==> config.mk <==
export PLATFORM = sky130hd
export DESIGN_NAME = fpu_round_arbiter
export DESIGN_NICKNAME = d
export VERILOG_FILES = /design/src/rtl/fpu_round_arbiter.sv
export SDC_FILE = /design/constraint.sdc
export NUM_CORES = 1
export LEC_CHECK = 0
export BUFFER_PORTS_ARGS = -buffer_cell sky130_fd_sc_hd__buf_2
export CORE_MARGIN = 5
export CORE_UTILIZATION = 45
export DETAILED_ROUTE_END_ITERATION = 12
export PLACE_DENSITY = 0.71
export RECOVER_POWER = 100
export SLEW_MARGIN = 0
export SYNTH_ARGS = -nofsm -noshare
export SYNTH_HDL_FRONTEND = slang
export SYNTH_SLANG_ARGS = --single-unit
==> constraint.sdc <==
create_clock -name clk -period 11.7 [get_ports clk]
set_input_delay 1.17 -clock clk [delete_from_list [all_inputs] [get_ports clk]]
set_output_delay 1.17 -clock clk [all_outputs]
set_load 0.02 [all_outputs]
==> src/rtl/fpu_round_arbiter.sv <==
// fpu_round_arbiter: round-robin share of a 2-stage IEEE 754 rounding pipeline between an adder (A) and a multiplier (B)
// Stage 1 registers the granted request and its increment decision, stage 2 registers the rounded result.
module fpu_round_arbiter #(
    parameter int EXPONENT_WIDTH    = 11,
    parameter int SIGNIFICAND_WIDTH = 52
) (
    input  logic                         clk,
    input  logic                         rst,
    input  logic                         a_valid,
    output logic                         a_ready,
    input  logic                         a_sign,
    input  logic [EXPONENT_WIDTH-1:0]    a_exponent,
    input  logic [SIGNIFICAND_WIDTH:0]   a_signif,
    input  logic [2:0]                   a_grs,
    input  logic [2:0]                   a_mode,
    input  logic                         b_valid,
    output logic                         b_ready,
    input  logic                         b_sign,
    input  logic [EXPONENT_WIDTH-1:0]    b_exponent,
    input  logic [SIGNIFICAND_WIDTH:0]   b_signif,
    input  logic [2:0]                   b_grs,
    input  logic [2:0]                   b_mode,
    output logic                         out_valid,
    input  logic                         out_ready,
    output logic                         out_tag,
    output logic                         out_sign,
    output logic [EXPONENT_WIDTH-1:0]    out_exponent,
    output logic [SIGNIFICAND_WIDTH:0]   out_signif,
    output logic                         out_inexact,
    output logic                         out_overflow
);
    localparam int EW = EXPONENT_WIDTH;
    localparam int SW = SIGNIFICAND_WIDTH;

    logic          rr;
    logic          a_win, b_win, s1_adv, s2_adv, accept;
    logic          sel_sign, sel_special, sel_any, sel_inc, sel_to_inf;
    logic [EW-1:0] sel_exp;
    logic [SW:0]   sel_signif;
    logic [2:0]    sel_grs, sel_mode, md;

    logic          s1_valid, s1_tag, s1_sign, s1_inc, s1_inexact, s1_to_inf;
    logic [EW-1:0] s1_exp;
    logic [SW:0]   s1_signif;

    logic [SW+1:0] sum;
    logic          carry, ovf;
    logic [EW-1:0] new_exp, round_exp;
    logic [SW:0]   round_signif;

    always_comb begin
        a_win       = a_valid & (~b_valid | ~rr);
        b_win       = b_valid & ~a_win;
        s1_adv      = ~s1_valid | ~out_valid | out_ready;
        s2_adv      = ~out_valid | out_ready;
        a_ready     = ~rst & s1_adv & a_win;
        b_ready     = ~rst & s1_adv & b_win;
        accept      = a_ready | b_ready;
        sel_sign    = b_win ? b_sign : a_sign;
        sel_exp     = b_win ? b_exponent : a_exponent;
        sel_signif  = b_win ? b_signif : a_signif;
        sel_grs     = b_win ? b_grs : a_grs;
        sel_mode    = b_win ? b_mode : a_mode;
        md          = sel_mode > 3'd4 ? 3'd0 : sel_mode;
        sel_special = &sel_exp;
        sel_any     = |sel_grs;
        // Inf/NaN operands pass through untouched, so they never round or flag
        sel_inc     = sel_special ? 1'b0 :
                      md == 3'd0  ? sel_grs[2] & (sel_grs[1] | sel_grs[0] | sel_signif[0]) :
                      md == 3'd1  ? sel_grs[2] :
                      md == 3'd2  ? ~sel_sign & sel_any :
                      md == 3'd3  ? sel_sign & sel_any : 1'b0;
        sel_to_inf  = md <= 3'd1 | (md == 3'd2 & ~sel_sign) | (md == 3'd3 & sel_sign);
    end

    always_comb begin
        sum          = {1'b0, s1_signif} + (SW+2)'(s1_inc);
        carry        = sum[SW+1];
        new_exp      = s1_exp + EW'(carry);
        ovf          = carry & (&new_exp);
        round_exp    = ovf ? (s1_to_inf ? {EW{1'b1}} : {{(EW-1){1'b1}}, 1'b0}) : new_exp;
        round_signif = ovf ? (s1_to_inf ? {(SW+1){1'b0}} : {(SW+1){1'b1}}) :
                       carry ? {1'b1, {SW{1'b0}}} : sum[SW:0];
    end

    always_ff @(posedge clk or posedge rst) begin
        if (rst) begin
            rr           <= 1'b0;
            s1_valid     <= 1'b0;
            s1_tag       <= 1'b0;
            s1_sign      <= 1'b0;
            s1_exp       <= '0;
            s1_signif    <= '0;
            s1_inc       <= 1'b0;
            s1_inexact   <= 1'b0;
            s1_to_inf    <= 1'b0;
            out_valid    <= 1'b0;
            out_tag      <= 1'b0;
            out_sign     <= 1'b0;
            out_exponent <= '0;
            out_signif   <= '0;
            out_inexact  <= 1'b0;
            out_overflow <= 1'b0;
        end else begin
            if (s1_adv) begin
                s1_valid <= accept;
                if (accept) begin
                    rr         <= a_win;
                    s1_tag     <= b_win;
                    s1_sign    <= sel_sign;
                    s1_exp     <= sel_exp;
                    s1_signif  <= sel_signif;
                    s1_inc     <= sel_inc;
                    s1_inexact <= sel_any & ~sel_special;
                    s1_to_inf  <= sel_to_inf;
                end
            end
            if (s2_adv) begin
                out_valid <= s1_valid;
                if (s1_valid) begin
                    out_tag      <= s1_tag;
                    out_sign     <= s1_sign;
                    out_exponent <= round_exp;
                    out_signif   <= round_signif;
                    out_inexact  <= s1_inexact;
                    out_overflow <= ovf;
                end
            end
        end
    end
endmodule

== Word level (Yosys, flattened, before mapping) ==
Cells that the tools add are included.
Storage, ports and cells
  input port bits: 147
  register bits after elaboration: 140
  word-level logic and storage cells: 74
Cells by class
  bitwise operators: 29
  mux-type cells: 16
  $add $sub $neg: 2
  equality and inequality tests: 3
  reduce and logical (&&, ||, !) cells: 6
  magnitude comparators: 2
Operator list (number)
  two-way mux 53 bit: 4
  adder 53 x 1 -> 54 bit: 1
  two-way mux 11 bit: 2
  AND reduction 11 bit: 2
  AND 1 bit: 12
  adder 11 x 1 -> 11 bit: 1
  two-way mux 3 bit: 3
  OR 1 bit: 9
  inverter 1 bit: 8
  two-way mux 1 bit: 7
  == test 3 x 2 -> 1 bit (second input constant): 2
  AND reduction 2 bit: 2
  == test 3 x 1 -> 1 bit (second input constant): 1
  greater-than comparator 3 bit (second input constant): 1
  <= comparator 3 x 1 -> 1 bit (second input constant): 1
  zero test 3 bit: 1
  OR reduction 3 bit: 1

== Longest topological paths before layout ==
Gate-level depths: netlist of run 1.
  word-level depth: 14
  depth in mapped cells: 15

== Least setup slack after synthesis of run 1 ==
OpenSTA, ideal clock, no wires.
  kind: input -> output
  start: input port a_valid
  end: output port b_ready
  cell stages on the path: 6
  setup slack: 8.490 ns
  data arrival time: 2.040 ns
  cell sequence: inv_1 > o21a_1 > clkbuf_1 > clkbuf_1 > nand2_1 > inv_1
Between the ends
  word-level cells in the longest chain between the ends: 4
Ends and longest elaborated chain
  from (decl): RTL line 9  | input logic a_valid,
  AND 1 bit: RTL line 52  | a_win = a_valid & (~b_valid | ~rr);
  inverter 1 bit: RTL line 53  | b_win = b_valid & ~a_win;
  AND 1 bit: RTL line 53
  AND 1 bit: RTL line 57  | b_ready = ~rst & s1_adv & b_win;
  to (decl): RTL line 17  | output logic b_ready,
Every way passes these cells.

==> results of run 1 <==
## cell usage in the layout, fill, tap and decap left out, drive strengths merged, types with 2 or more instances in the layout
cell | synthesis | final
a21oi | 3 | 3
nand2b | 3 | 3
clkinv | 0 | 4
nor4 | 8 | 8
nand2 | 193 | 193
clkinvlp | 0 | 4
a211oi | 15 | 15
a31oi | 97 | 97
clkbuf | 45 | 98
mux2i | 2 | 2
nor3 | 10 | 10
and4 | 9 | 9
o21a | 3 | 3
a31o | 2 | 2
xnor2 | 22 | 22
xor2 | 37 | 37
o22ai | 3 | 3
dfrtp | 140 | 140
inv | 14 | 13
bufinv | 0 | 4
nand3 | 26 | 26
and2 | 9 | 9
o31ai | 3 | 3
buf | 15 | 145
o21ai | 37 | 37
nand4 | 31 | 31
ha | 5 | 5
and3 | 10 | 10
o41ai | 2 | 2
nor2 | 131 | 131
## how the worst max path moves through the flow
stage                                  to  slack, ns  cells past startpoint
after CTS                  out_signif[30]       7.65                     14
after detailed placement   out_signif[34]       7.68                     14
after global routing      out_exponent[6]       4.20                      3
after floorplan           out_exponent[0]       6.78                      1
after global placement     out_signif[30]       7.81                     14
final                          s1_exp[10]       5.55                      3
## metrics by stage
| step | worst slack [ns] | std cells | hold slack [ns] | utilization, % | cell area (µm²) |
|---|---|---|---|---|---|
| after floorplan | 6.777 | 886 | 0.4386 | - | 7552 |
| after global placement | 7.806 | 1269 | 0.4510 | 52.82 | 8728 |
| after detailed placement | 7.678 | 1269 | 0.4623 | 52.82 | 8728 |
| after CTS | 7.651 | 1300 | 0.4767 | 56.65 | 9361 |
| after global routing | 4.197 | 1300 | 0.4882 | 55.77 | 9216 |
| final | 5.553 | 1300 | 0.4765 | 55.77 | 9216 |
## critical path: stages
cell and delay, ns:
clkbuf_1 0.09, clkinvlp_2 1.61, clkbuf_1 2.84
## cell families after synthesis
family	after synthesis	synth area share (%)
adder cells (fa/ha/maj)	6	0.9609
buffers and inverters	74	4.109
AO/OA/AOI/OAI	170	14.96
flip-flops	140	46.39
AND/OR/NAND/NOR	435	26.47
multiplexers	2	0.2651
XOR/XNOR	59	6.842
## flip-flops by register name, summed over array words and instances (netlist names)
register	count
s1_to_inf	1
s1_inc	1
s1_tag	1
out_valid	1
out_overflow	1
s1_signif	53
out_sign	1
s1_exp	11
s1_valid	1
s1_inexact	1
out_exponent	11
out_tag	1
out_signif	53
s1_sign	1
out_inexact	1
rr	1
## power breakdown
| group | switching [mW] | internal (mW) | total (mW) |
|---|---|---|---|
| clock network | 0.204 | 0.371 | 0.575 |
| registers | 0.119 | 0.613 | 0.732 |
| logic | 0.335 | 0.176 | 0.511 |
| total | 0.658 | 1.16 | 1.82 |
## area by class of cell
class | count | share of cell area, %
repair buffers | 223 | 11.08
inverters | 14 | 0.5838
flip-flops and latches | 140 | 38.01
multi-input cells | 672 | 40.47
clock buffers | 20 | 5.064
clock inverters | 11 | 1.806
well taps | 220 | 2.987
## metal layers
layer | track usage (%) | vias to the layer above
li1 | - | 3445
met1 | 30.75 | 3285
met2 | 35.39 | 219
met3 | 5.455 | 32
met4 | 6.629 | 0
met5 | 0 | -
==> qor.csv, run 1 <==
stage,metric,value,unit
run_status,run status,"complete, but fails checks",
run_status,violated checks,"capacitance limit, slew limit",
finish,# fillers,1592,
cts,"Setup Fix Bufs, Post-CTS",0,
synth,"Primary FF master, synth",dfrtp_1,
timing,fin. max-slew vios,376,
cts,total CTS buffers,17,
timing,Least-Margin Pin Slew,3.883,ns
flow_run,max_cap viols,6,
timing,normalized max-slew margin,-158.9,%
timing,min cycle time layout,6.147,ns
route,Routed WL per cell,16.73,µm
critical_path,critical path class,in2async,
floorplanning,Initial Utilization,45.70,%
cts,clock tree root buffer cell,clkbuf_16,
timing,skew final,0.005177,ns
timing,final hold viol count,0,
floorplanning,CORE AREA,16520,µm²
worst_hold_path,hold path depth,2,
synth,synthesized area per cell,8.524,µm²
synth,most common cell in the netlist,nand2_1,
route,M1 WL,9712,µm
route,DRC violations left,0,
timing,unrepaired setup endpoints after global routing,no,
route,Iter 0 DRT Violations,547,
pwr,VDD IR-drop max,0.1159,mV
timing,Final setup viols,0,
synth,top cell type's share of synthesized area,46.39,%
timing,final worst-path cycle share,52.54,%
worst_hold_path,hold endpoint,out_exponent[8],
cts,post_cts resized,0,
pwr,Leakage Power,3.913,nW
grt,Tot GR Track Use,22.37,%
finish,Multi-input gate area,3730,µm²
critical_path,WP data required,11.33,ns
synth,"Seq/Total Area, Yosys",46.39,%
critical_path,Worst R2R End,out_exponent[0],
synth,synth unique cells,49,
synth,Syn. warnings,0,
synth,Synth area leaders,"dfrtp_1, nand2_1, a31oi_1, nor2_1, xor2_1",
floorplanning,Core Rows,47,
synth,#FFs+latches synth,140,
finish,Layout area overhead,22.03,%
cts,Post-CTS Hold Buffers,0,
synth,top post-synthesis cells by count,"nand2_1, dfrtp_1, nor2_1",
worst_hold_path,hold wc startpoint,out_exponent[8],
cts,Clock Latency Late Sink,0.42,ns
floorplanning,Chip Height,139.6,µm
synth,number of synthesized flops with an enable pin,0,
route,Vias/cell,5.370,
synth,cell area after synthesis,7552,µm²
route,met3 WL post-DR,1322,µm
grt,largest net degree at the start of global routing,90,
cts,clock tree buffer depth,2,
floorplanning,IO Count,218,
route,Antenna Violating Nets Remaining,0,
pwr,Tot Pwr,1.818,mW
synth,fraction of registers with async set/reset,100.0,%
synth,Syn Nets,1038,
critical_path,Worst setup startpoint,rst,
route,detailed-route via count,6981,
critical_path,worst reg2reg setup slack,6.53,ns
finish,register area,3503,µm²
critical_path,Setup crit start kind,input pin,
finish,share of post-route cells with drive strength above 1,18.80,%
critical_path,cells on worst reg2reg path,13,
critical_path,worst flop-to-flop path startpoint,s1_inc,
grt,aggregate global routing overflow,0,
cts,clock-pin slew on the worst setup and hold paths,0.06,ns
floorplanning,chip width,139.6,µm
critical_path,Crit. End Element,async pin,
floorplanning,Die Area,19470,µm²
grt,first-pass GRT wire length,35260,µm
route,final WL,21750,µm
critical_path,worst-path fanout max,74,
grt,initial antenna violation count,0,
cts,clk sinks,140,
route,max layer used,met4,
cts,TritonCTS clock tree,yes,
timing,Max Fclk,162.7,MHz
finish,Nets,1220,
pwr,Pwr Density,197.2,nW/µm²
route,metal2 WL,10280,µm
synth,cell taking the most area after synthesis,dfrtp_1,
placement,RD Place Congestion,0.9007,
critical_path,WP data arrival,5.78,ns
finish,Ant. Diodes,0,
placement,number of port buffers,217,
route,drt pass-1 iters,5,
grt,vias in the first global route,6545,
synth,Mapped Cells,886,
worst_hold_path,worst hold path class,reg2reg,
timing,Fin Setup TNS,0,ns
cts,H-tree levels,4,
placement,placed wire-length estimate,15580,µm
No activity file was read; power rests on OpenSTA's default activity.
==> run 2, diff against run 1 <==
--- a/config.mk
+++ b/config.mk
@@ -9,7 +9,7 @@
 export CORE_MARGIN = 5
 export CORE_UTILIZATION = 45
 export DETAILED_ROUTE_END_ITERATION = 12
-export PLACE_DENSITY = 0.71
+export PLACE_DENSITY = 0.74
 export RECOVER_POWER = 100
 export SLEW_MARGIN = 0
 export SYNTH_ARGS = -nofsm -noshare
==> constraint.sdc (replaced) <==
create_clock -name clk -period 5.44 [get_ports clk]
set_input_delay 0.544 -clock clk [delete_from_list [all_inputs] [get_ports clk]]
set_output_delay 0.544 -clock clk [all_outputs]
set_load 0.02 [all_outputs]
==> run 2 against run 1 <==
The run still ends with capacitance limit, slew limit left. Largest cell class unchanged. Combinational power grew 120%. Sequential power grew 110%. Global-route usage grew 0.39 points. Hold slack lost 0.12 ns. First-iteration DRC count shrank 6.4%. Clock power grew 120%. Die area is the same. Via count shrank 0.11%. Critical path type is now reg2reg. Core utilization grew 0.14 points.
==> qor.csv, run 2 (synthesis gave the netlist of run 1 again) <==
stage,metric,value,unit,change
run_status,run status,"complete, but fails checks",,
run_status,violated checks,"capacitance limit, slew limit",,
finish,share of post-route cells with drive strength above 1,18.98,%,+0.19 points
pwr,Leakage Power,3.972,nW,+1.5%
timing,Max Fclk,221.5,MHz,
finish,Largest regs,"out_signif: 53 flops, s1_signif: 53 flops",,
placement,RD Place Congestion,0.8911,,-1.1%
pwr,Reg power frac,39.9,%,-0.4 points
cts,clock-pin slew on the worst setup and hold paths,0.06,ns,about the same
finish,Multi-input gate area,3730,µm²,unchanged
pwr,Gate power share,28.0,%,about the same
floorplanning,IO Count,218,,unchanged
route,Iter 0 DRT Violations,512,,-6.4%
cts,post_cts resized,0,,unchanged
floorplanning,Initial Utilization,45.70,%,unchanged
cts,H-tree levels,4,,unchanged
route,DRC violations left,0,,unchanged
cts,clock tree root buffer cell,clkbuf_16,,
grt,aggregate global routing overflow,0,,unchanged
timing,final hold viol count,0,,unchanged
grt,vias in the first global route,6789,,+3.7%
pwr,Internal Power,2.510,mW,+120%
placement,number of port buffers,217,,unchanged
cts,clock tree buffer depth,2,,unchanged
finish,# fillers,1556,,-2.3%
route,Antenna Violating Nets Remaining,0,,unchanged
cts,TritonCTS clock tree,yes,,
pwr,switching pwr,1.436,mW,+120%
critical_path,WP data arrival,4.76,ns,-1.02 ns
timing,Final setup viols,0,,unchanged
cts,"Setup Fix Bufs, Post-CTS",0,,unchanged
finish,Nets,1220,,unchanged
finish,Ant. Diodes,0,,unchanged
pwr,Pwr Density,427.0,nW/µm²,+120%
grt,initial antenna violation count,0,,unchanged
timing,Least-Margin Pin Slew,2.677,ns,-1.206 ns
timing,min cycle time layout,4.515,ns,
grt,largest net degree at the start of global routing,112,,+24%
timing,unrepaired setup endpoints after global routing,no,,
placement,dpl cell area,8728,µm²,unchanged
cts,Post-CTS Hold Buffers,0,,unchanged
finish,"most common cell after layout, fill and taps aside",nand2_1,,
pwr,Tot Pwr,3.946,mW,+120%
finish,most frequent cells in the layout,"nand2_1, buf_2, dfrtp_1, nor2_1, a31oi_1",,
critical_path,Crit. End Element,flop,,
timing,normalized max-slew margin,-79.67,%,+79 points
critical_path,worst-path fanout max,14,,-81%
cts,total CTS buffers,17,,unchanged
finish,register area,3503,µm²,unchanged
route,detailed-route via count,6973,,-0.11%
route,final WL,22160,µm,+1.9%
timing,skew final,0.008181,ns,+0.003005 ns
floorplanning,Core Rows,47,,unchanged
floorplanning,chip width,139.6,µm,unchanged
worst_hold_path,worst hold path class,in2async,,
route,drt pass-1 iters,6,,+1
pwr,VDD IR-drop max,0.2646,mV,+130%
critical_path,Setup crit start kind,flop,,
timing,Fin Setup TNS,0,ns,unchanged
placement,placed wire-length estimate,15920,µm,+2.1%
flow_run,max_cap viols,3,,-3
floorplanning,Die Area,19470,µm²,unchanged
finish,cell area after layout,9240,µm²,+0.26%
critical_path,critical path class,reg2reg,,
critical_path,cells on worst reg2reg path,14,,+1
pwr,Sw Ratio,36.40,%,+0.22 points
cts,Clock Latency Late Sink,0.43,ns,about the same
grt,Tot GR Track Use,22.76,%,+0.39 points
route,Routed WL per cell,17.05,µm,+1.9%
floorplanning,Chip Height,139.6,µm,unchanged
cts,clk sinks,140,,unchanged
finish,Layout area overhead,22.35,%,
timing,final worst-path cycle share,83.00,%,
pwr,clock share of power,32.1,%,+0.5 points
floorplanning,CORE AREA,16520,µm²,unchanged
route,Vias/cell,5.364,,-0.11%
grt,first-pass GRT wire length,35820,µm,+1.6%
critical_path,WP data required,5.68,ns,-5.65 ns
timing,fin. max-slew vios,155,,-59%
-- run 2: stage by stage --
| stage | setup slack [ns] | cells | util (%) | hold slack (ns) |
|---|---|---|---|---|
| detailed placement | 1.423 | 1269 | 52.82 | 0.4605 |
| CTS | 1.392 | 1300 | 56.71 | 0.3524 |
| floorplan | 1.143 | 886 | - | 0.4386 |
| global placement | 1.579 | 1269 | 52.82 | 0.4474 |
| global route | 0.5945 | 1300 | 55.92 | 0.3588 |
| finish | 0.9249 | 1300 | 55.92 | 0.3534 |
-- run 2: critical path, cell delays in order, from the launching register on --
cell	delay, ns
dfrtp_1	0.35
ha_1	0.20
nand4_1	0.27
nor4_1	0.66
nand4_1	0.40
inv_1	0.21
ha_1	0.17
ha_1	0.21
and2_0	0.23
o21ai_0	0.15
a32o_1	0.29
a31oi_1	0.13
buf_4	0.22
and2_0	0.72
a211oi_1	0.11
-- run 2: metal layers --
layer	global-route usage [%]	part of all wire (%)	routed length [µm]	vias to the layer above
met4	7.343	2.4	537	0
met2	36.16	47	10450	226
met3	6.724	6.7	1474	43
li1	-	-	-	3448
met5	0	0	0	-
met1	30.14	44	9698	3256
-- run 2: worst paths after layout --
check                                      end  slack, ns      startpoint
worst max-delay path            out_signif[44]       0.92          s1_inc
worst min-delay path                    s1_tag       0.35             rst
worst max register to register  out_signif[44]       0.92          s1_inc
worst min register to register  out_signif[12]       0.48  out_signif[12]
max in group asynchronous         out_overflow       2.92             rst
min in group clk                  s1_signif[4]       0.36     b_signif[4]
-- run 2: power groups by stage --
stage	clock, mW	combinational [mW]	sequential [mW]
global placement	0	1.15	1.56
finish	1.27	1.11	1.57
detailed placement	0	1.16	1.58
floorplan	0	0.560	1.73
global route	1.33	1.22	1.61
CTS	1.27	1.17	1.57
-- run 2: final cells by class --
cell class	instances	area share, %
multi-input cells	672	40.37
flip-flops and latches	140	37.91
repair buffers	223	11.16
clock buffers	22	5.240
well taps	220	2.979
clock inverters	9	1.720
inverters	14	0.6229
